`config.mk`:
```
export PLATFORM = sky130hd
export DESIGN_NAME = ex_flag_unit
export DESIGN_NICKNAME = d
export VERILOG_FILES = /design/src/rtl/ex_flag_unit_pkg.sv /design/src/rtl/ex_flag_unit_flag_stack.sv /design/src/rtl/ex_flag_unit.sv
export SDC_FILE = /design/constraint.sdc
export NUM_CORES = 1
export LEC_CHECK = 0
export BUFFER_PORTS_ARGS = -buffer_cell sky130_fd_sc_hd__buf_2
export CAP_MARGIN = 40
export CELL_PAD_IN_SITES_DETAIL_PLACEMENT = 0
export CELL_PAD_IN_SITES_GLOBAL_PLACEMENT = 1
export CORE_UTILIZATION = 39
export DETAILED_ROUTE_END_ITERATION = 12
export PLACE_DENSITY_LB_ADDON = 0.2
export SLEW_MARGIN = 20
export SYNTH_ARGS = -nofsm -noshare
export SYNTH_HDL_FRONTEND = slang
export SYNTH_SLANG_ARGS = --single-unit
```
`constraint.sdc`:
```
create_clock -name clk -period 2.44 [get_ports clk]
set_clock_uncertainty 0.1 [all_clocks]
set_input_delay 0.244 -clock clk [delete_from_list [all_inputs] [get_ports clk]]
set_output_delay 0.244 -clock clk [all_outputs]
set_load 0.02 [all_outputs]
```
`src/rtl/ex_flag_unit_pkg.sv`:
```
// Shared definitions for the condition-code stage: opcodes, flag bit
// positions, the flag vector type and a small helper for Z/N updates.
package ex_flag_unit_pkg;

    localparam int OP_W_DEF = 5;

    // ALU opcodes that the flag stage reacts to
    localparam logic [4:0] OP_ADD  = 5'b00010;
    localparam logic [4:0] OP_SUB  = 5'b00011;
    localparam logic [4:0] OP_AND  = 5'b00100;
    localparam logic [4:0] OP_OR   = 5'b00101;
    localparam logic [4:0] OP_RLC  = 5'b00110;
    localparam logic [4:0] OP_RRC  = 5'b00111;
    localparam logic [4:0] OP_SETC = 5'b01000;
    localparam logic [4:0] OP_CLRC = 5'b01001;
    localparam logic [4:0] OP_NOT  = 5'b01110;
    localparam logic [4:0] OP_NEG  = 5'b01111;
    localparam logic [4:0] OP_INC  = 5'b10000;
    localparam logic [4:0] OP_DEC  = 5'b10001;
    localparam logic [4:0] OP_JZ   = 5'b10010;
    localparam logic [4:0] OP_JN   = 5'b10011;
    localparam logic [4:0] OP_JC   = 5'b10100;
    localparam logic [4:0] OP_JV   = 5'b10101;
    localparam logic [4:0] OP_LOOP = 5'b10110;

    // Bit positions inside the CCR {V,C,N,Z}
    localparam int FLG_Z = 0;
    localparam int FLG_N = 1;
    localparam int FLG_C = 2;
    localparam int FLG_V = 3;

    typedef logic [3:0] flag_t;

    // Return f with Z and N recomputed from an 8-bit result
    function automatic flag_t set_zn(input flag_t f, input logic [7:0] r);
        flag_t g;
        g        = f;
        g[FLG_Z] = (r == 8'h00);
        g[FLG_N] = r[7];
        return g;
    endfunction

endpackage

```
`src/rtl/ex_flag_unit_flag_stack.sv`:
```
// LIFO of saved CCR values for nested interrupts. A push while full and a
// pop while empty are dropped and latch sticky error bits until reset.
module flag_stack
    import ex_flag_unit_pkg::*;
#(
    parameter int DEPTH = 2
) (
    input  logic  clk,
    input  logic  rst_n,
    input  logic  push,
    input  logic  pop,
    input  flag_t push_data,
    output flag_t top_data,
    output logic  full,
    output logic  empty,
    output logic  ovf,
    output logic  unf
);

    localparam int PTR_W = $clog2(DEPTH + 1);
    localparam logic [PTR_W-1:0] PTR_ONE = PTR_W'(1);

    logic [PTR_W-1:0] ptr_q, ptr_d;
    flag_t            slots_q [DEPTH];
    flag_t            slots_d [DEPTH];
    logic             ovf_q, ovf_d;
    logic             unf_q, unf_d;

    assign full  = (ptr_q == PTR_W'(DEPTH));
    assign empty = (ptr_q == '0);
    assign ovf   = ovf_q;
    assign unf   = unf_q;

    // Top-of-stack read mux: slot ptr-1 when not empty, zero otherwise
    always_comb begin
        top_data = '0;
        for (int i = 0; i < DEPTH; i++) begin
            if (ptr_q == PTR_W'(i + 1)) begin
                top_data = slots_q[i];
            end
        end
    end

    // Next pointer, slot contents and sticky errors; push takes priority
    always_comb begin
        ptr_d   = ptr_q;
        slots_d = slots_q;
        ovf_d   = ovf_q;
        unf_d   = unf_q;
        if (push) begin
            if (full) begin
                ovf_d = 1'b1;
            end else begin
                for (int i = 0; i < DEPTH; i++) begin
                    if (ptr_q == PTR_W'(i)) begin
                        slots_d[i] = push_data;
                    end
                end
                ptr_d = ptr_q + PTR_ONE;
            end
        end else if (pop) begin
            if (empty) begin
                unf_d = 1'b1;
            end else begin
                ptr_d = ptr_q - PTR_ONE;
            end
        end
    end

    // Stack state registers
    always_ff @(posedge clk or negedge rst_n) begin
        if (!rst_n) begin
            ptr_q   <= '0;
            slots_q <= '{default: '0};
            ovf_q   <= 1'b0;
            unf_q   <= 1'b0;
        end else begin
            ptr_q   <= ptr_d;
            slots_q <= slots_d;
            ovf_q   <= ovf_d;
            unf_q   <= unf_d;
        end
    end

endmodule

```
`src/rtl/ex_flag_unit.sv`:
```
// Condition-code register stage behind the 8-bit ALU. Computes Z/N/C/V
// from the EX opcode, operands and result, resolves conditional branches
// against the registered flags, and saves/restores the CCR on interrupt
// entry and return through a small flag stack.
module ex_flag_unit
    import ex_flag_unit_pkg::*;
#(
    parameter int SHADOW_DEPTH = 2,
    parameter int OP_W         = OP_W_DEF
) (
    input  logic            clk,
    input  logic            rst_n,
    input  logic            ex_valid,
    input  logic            stall,
    input  logic [OP_W-1:0] alu_op,
    input  logic [7:0]      op_a,
    input  logic [7:0]      op_b,
    input  logic [7:0]      alu_result,
    input  logic            intr_save,
    input  logic            rti,
    output logic [3:0]      flags,
    output logic            branch_taken,
    output logic            stack_ovf,
    output logic            stack_unf
);

    flag_t flags_q, flags_d;
    flag_t flags_upd;
    flag_t stk_top;
    logic  upd;
    logic  stk_push, stk_pop;
    logic  stk_full, stk_empty;

    assign upd      = ex_valid & ~stall;
    // intr_save wins over a same-cycle rti; a stall freezes the stack
    assign stk_push = intr_save & ~stall;
    assign stk_pop  = rti & ~stall & ~intr_save;

    // Flag effect of the EX instruction plus branch resolution
    always_comb begin
        flags_upd    = flags_q;
        branch_taken = 1'b0;
        if (upd) begin
            case (alu_op)
                OP_ADD: begin
                    flags_upd        = set_zn(flags_q, alu_result);
                    flags_upd[FLG_C] = ({1'b0, op_a} + {1'b0, op_b}) > 9'd255;
                    flags_upd[FLG_V] = (op_a[7] == op_b[7]) && (alu_result[7] != op_a[7]);
                end
                OP_SUB: begin
                    // 9-bit difference wraps above 255 exactly when A < B
                    flags_upd        = set_zn(flags_q, alu_result);
                    flags_upd[FLG_C] = ({1'b0, op_a} - {1'b0, op_b}) > 9'd255;
                    flags_upd[FLG_V] = (op_a[7] != op_b[7]) && (alu_result[7] != op_a[7]);
                end
                OP_AND, OP_OR, OP_NOT: begin
                    flags_upd = set_zn(flags_q, alu_result);
                end
                OP_RLC: begin
                    flags_upd        = set_zn(flags_q, alu_result);
                    flags_upd[FLG_C] = op_b[7];
                end
                OP_RRC: begin
                    flags_upd        = set_zn(flags_q, alu_result);
                    flags_upd[FLG_C] = op_b[0];
                end
                OP_NEG: begin
                    flags_upd        = set_zn(flags_q, alu_result);
                    flags_upd[FLG_C] = (op_b != 8'h00);
                    flags_upd[FLG_V] = (op_b == 8'h80);
                end
                OP_INC: begin
                    flags_upd        = set_zn(flags_q, alu_result);
                    flags_upd[FLG_C] = (op_b == 8'hFF);
                    flags_upd[FLG_V] = (op_b == 8'h7F);
                end
                OP_DEC: begin
                    flags_upd        = set_zn(flags_q, alu_result);
                    flags_upd[FLG_C] = (op_b == 8'h00);
                    flags_upd[FLG_V] = (op_b == 8'h80);
                end
                OP_SETC: flags_upd[FLG_C] = 1'b1;
                OP_CLRC: flags_upd[FLG_C] = 1'b0;
                // A taken flag branch consumes the flag it tested
                OP_JZ: if (flags_q[FLG_Z]) begin
                    branch_taken     = 1'b1;
                    flags_upd[FLG_Z] = 1'b0;
                end
                OP_JN: if (flags_q[FLG_N]) begin
                    branch_taken     = 1'b1;
                    flags_upd[FLG_N] = 1'b0;
                end
                OP_JC: if (flags_q[FLG_C]) begin
                    branch_taken     = 1'b1;
                    flags_upd[FLG_C] = 1'b0;
                end
                OP_JV: if (flags_q[FLG_V]) begin
                    branch_taken     = 1'b1;
                    flags_upd[FLG_V] = 1'b0;
                end
                // Decrement-and-test with 8-bit wrap, so A=0 loops
                OP_LOOP: branch_taken = ((op_a - 8'd1) != 8'd0);
                default: flags_upd = flags_q;
            endcase
        end
    end

    // A successful restore overrides whatever the EX instruction did
    always_comb begin
        flags_d = flags_upd;
        if (stk_pop && !stk_empty) begin
            flags_d = stk_top;
        end
    end

    // CCR register
    always_ff @(posedge clk or negedge rst_n) begin
        if (!rst_n) begin
            flags_q <= '0;
        end else begin
            flags_q <= flags_d;
        end
    end

    // The saved value is the CCR as it will be next cycle
    flag_stack #(
        .DEPTH (SHADOW_DEPTH)
    ) u_flag_stack (
        .clk       (clk),
        .rst_n     (rst_n),
        .push      (stk_push),
        .pop       (stk_pop),
        .push_data (flags_upd),
        .top_data  (stk_top),
        .full      (stk_full),
        .empty     (stk_empty),
        .ovf       (stack_ovf),
        .unf       (stack_unf)
    );

    assign flags = flags_q;

endmodule

```
==> results.json <==
{
  "status": "finished, final reports clean",
  "route.detailed.drc": 0,
  "hp-class": "in -> reg",
  "hold_start": "rti",
  "gp_congestion": 0.8324,
  "critPathMaxFanout": 9,
  "maxCapViolCount": 0,
  "power_per_cell_area_nw_per_um2": 705.4,
  "place_ws_ps": 246.1,
  "whs_path_depth": 2,
  "synth-async-reset-ratio_pct": 100.0,
  "rsz0062_at_grt": "no",
  "dominantRegCellSynth": "dfrtp_1",
  "worstSetupPathType": "reg -> reg",
  "clk_latency_ps": 240,
  "instances_no_fill": 276,
  "power_frac_seq_pct": 37.9,
  "numCtsBuffers": 3,
  "die_x_um": 65.61,
  "num_io_pins": 42,
  "core_area_sq_um": 3771,
  "place.port_buffers": 41,
  "final_common_cell": "buf_2",
  "vias": 1576,
  "yosys_warnings": 0,
  "crit_path_start_kind": "flip-flop",
  "drv_slew": 0,
  "cts_resized": 0,
  "cts.clk_slew.worst_paths_ps": 60,
  "final_cell_mix": "41 x buf_2, 17 x nor2_1, 17 x ha_1",
  "required_ps": 2450,
  "fmax_mhz": 463.5,
  "pwr-share-comb_pct": 47.5,
  "clkPwrFrac_pct": 14.6,
  "switching_share_pct": 41.62,
  "final_antenna_net_count": 0,
  "grt_max_degree": 17,
  "wl_per_cell_um": 15.16,
  "switchingPower_mw": 0.5528,
  "crit_path_max_incr_delay_ps": 410,
  "syn_area_sq_um": 1578,
  "crit_start": "u_flag_stack.ptr_q[0]",
  "crit-reg2reg-launch": "u_flag_stack.ptr_q[0]",
  "ys_ff_latch": 16,
  "die_h_um": 65.61,
  "worstMarginPinSlew_ps": 506.0,
  "ir_worst_vdd_mv": 0.5838,
  "via_per_inst": 5.710,
  "firstDrtPassIters": 4,
  "fin_nets": 284,
  "hold_violations": 0,
  "finalCriticalPeriod_ps": 2158,
  "hold_path_end": "u_flag_stack.unf",
  "n_antenna_cell": 0,
  "netlist_instances": 188,
  "drtIter0Drc": 143,
  "setup_viol": 0,
  "fin_crit_sh_pct": 88.43,
  "drive_gt1_share_pct": 22.37,
  "die_area_sq_um": 4304,
  "r2r_cells": 7,
  "p_leak_nw": 0.8383,
  "drt-total-wl_mm": 4.185,
  "cp_cell_sequence": "inv_1, ha_1, nor3b_1, and2_1, nand2b_1, o22ai_1, a31oi_1",
  "num_rows": 22,
  "htree_levels": 1,
  "tritoncts": "done",
  "crit_slowest_cell": "nor3b_1",
  "synth_area_per_cell_sq_um": 8.392,
  "tns_ps": 0,
  "synth_edf_count": 0,
  "intPower_mw": 0.7755,
  "worstReg2RegEnd": "u_flag_stack.slots_q[2]",
  "cts-root-buf": "clkbuf_8",
  "yosysSeqAreaShare_pct": 25.38,
  "initial_core_util_pct": 41.84,
  "grtUsageTotal_pct": 21.45,
  "synth_nets": 242,
  "ff2ff_setup_slack_ps": 280,
  "post-dp-hpwl_mm": 3.358,
  "grt_pass1_vias": 1560,
  "cp.arrival_ps": 2160,
  "slew_headroom_pct": 66.20,
  "setup_ws_ps": 282.3,
  "areaGrowthSynthToFinish_pct": 19.35,
  "synth_cell_types": 46,
  "grt_pass1_wl_mm": 7.127,
  "grt_antenna_before_repair": 0,
  "end_kind": "flip-flop",
  "n_fill_cell": 392,
  "gr-total-overflow": 0,
  "clock_path_buffers": 2,
  "cts.sinks": 16,
  "dp_cells": 272
}
## worst max-delay path by stage
stage | to | slack, ps | cells after the start
floorplan | u_flag_stack.slots_q[2] | 500 | 9
global placement | flags[2] | 330 | 9
detailed placement | u_flag_stack.slots_q[2] | 250 | 9
CTS | u_flag_stack.slots_q[2] | 260 | 7
global route | u_flag_stack.slots_q[2] | 90 | 7
finish | u_flag_stack.slots_q[2] | 280 | 7
## per-stage QoR
stage                     area [sq um]  util, %  total power [mW]  hold slack (ps)
final                             1883    49.93             1.328            159.5
after global routing              1883    49.93             1.438            161.7
after CTS                         1883    49.93             1.337            153.4
after detailed placement          1832    48.57             1.138            79.94
after global placement            1832    48.57             1.096            69.52
after floorplan                   1578        -            0.9118           -151.6
## power groups by stage
stage	logic, mW	registers (mW)	clock network, mW
2_1_floorplan	0.382	0.530	0
3_3_place_gp	0.604	0.492	0
3_5_place_dp	0.634	0.505	0
4_1_cts	0.637	0.500	0.200
5_1_grt	0.707	0.518	0.213
6_report	0.631	0.503	0.194
## worst max-delay path, delay by kind of cell, from the launching register on
kind                     cells  cell delay, ps
adder cells (fa/ha/maj)      1             320
flip-flops                   1             400
AND/OR/NAND/NOR              3             900
buffers and inverters        1              80
AO/OA/AOI/OAI                2             220
## flip-flops by register name, summed over array words and instances (netlist names)
signal,flops
u_flag_stack.ovf,1
u_flag_stack.slots_q,8
u_flag_stack.unf,1
u_flag_stack.ptr_q,2
flags,4
## layout make-up
type | instances | area [sq um] | area share (%)
multi-input cells | 150 | 1095 | 58.14
flip-flops and latches | 16 | 400.4 | 21.26
repair buffers | 44 | 230.2 | 12.23
well taps | 48 | 60.06 | 3.189
inverters | 15 | 56.30 | 2.990
clock buffers | 3 | 41.29 | 2.193
## per-layer routing
| metal | vias up | share of wire [%] | track usage [%] |
|---|---|---|---|
| met5 | - | 0 | 0 |
| met4 | 0 | 0.33 | 3.261 |
| met3 | 2 | 5.3 | 4.514 |
| met2 | 46 | 48 | 35.57 |
| met1 | 744 | 46 | 29.00 |
| li1 | 784 | - | - |
## cells in the mapped netlist, drive strengths merged, types with 2 or more instances
cell type / count / area [sq um]
fa: 2 / 40.04
o211ai: 3 / 22.52
nor4: 6 / 37.54
nand2b: 7 / 43.79
and2: 2 / 12.51
nor3b: 6 / 45.04
buf: 3 / 11.26
nor2: 17 / 63.81
nor3: 5 / 25.02
nor4b: 4 / 41.29
mux2: 2 / 22.52
dfrtp: 16 / 400.4
or4: 2 / 15.01
ha: 17 / 212.7
a21o: 3 / 22.52
clkbuf: 4 / 15.01
nand3: 3 / 15.01
a221oi: 4 / 35.03
o22ai: 3 / 18.77
a31oi: 11 / 68.82
nand2: 8 / 30.03
xnor2: 3 / 26.28
a211oi: 5 / 37.54
a21oi: 5 / 25.02
nor2b: 6 / 37.54
inv: 15 / 56.30
o21ai: 8 / 40.03
nand4: 2 / 12.51
## logic make-up after synthesis
logic type      Yosys count  share of synthesized area, %
simple gates             72                         26.41
compound gates           53                         23.24
buf+inv                  22                         5.233
fa+ha+maj                19                         16.02
flops                    16                         25.38
xor+xnor                  3                         1.666
mux                       3                         2.062
## timing repair
item                                    in CTS  in global routing
endpoints found under the hold margin       16                  0
hold buffers                                 1                  0
buffers inserted                             0                  0
endpoints found under the setup margin       0                  0
No activity file was read; power rests on OpenSTA's default activity.
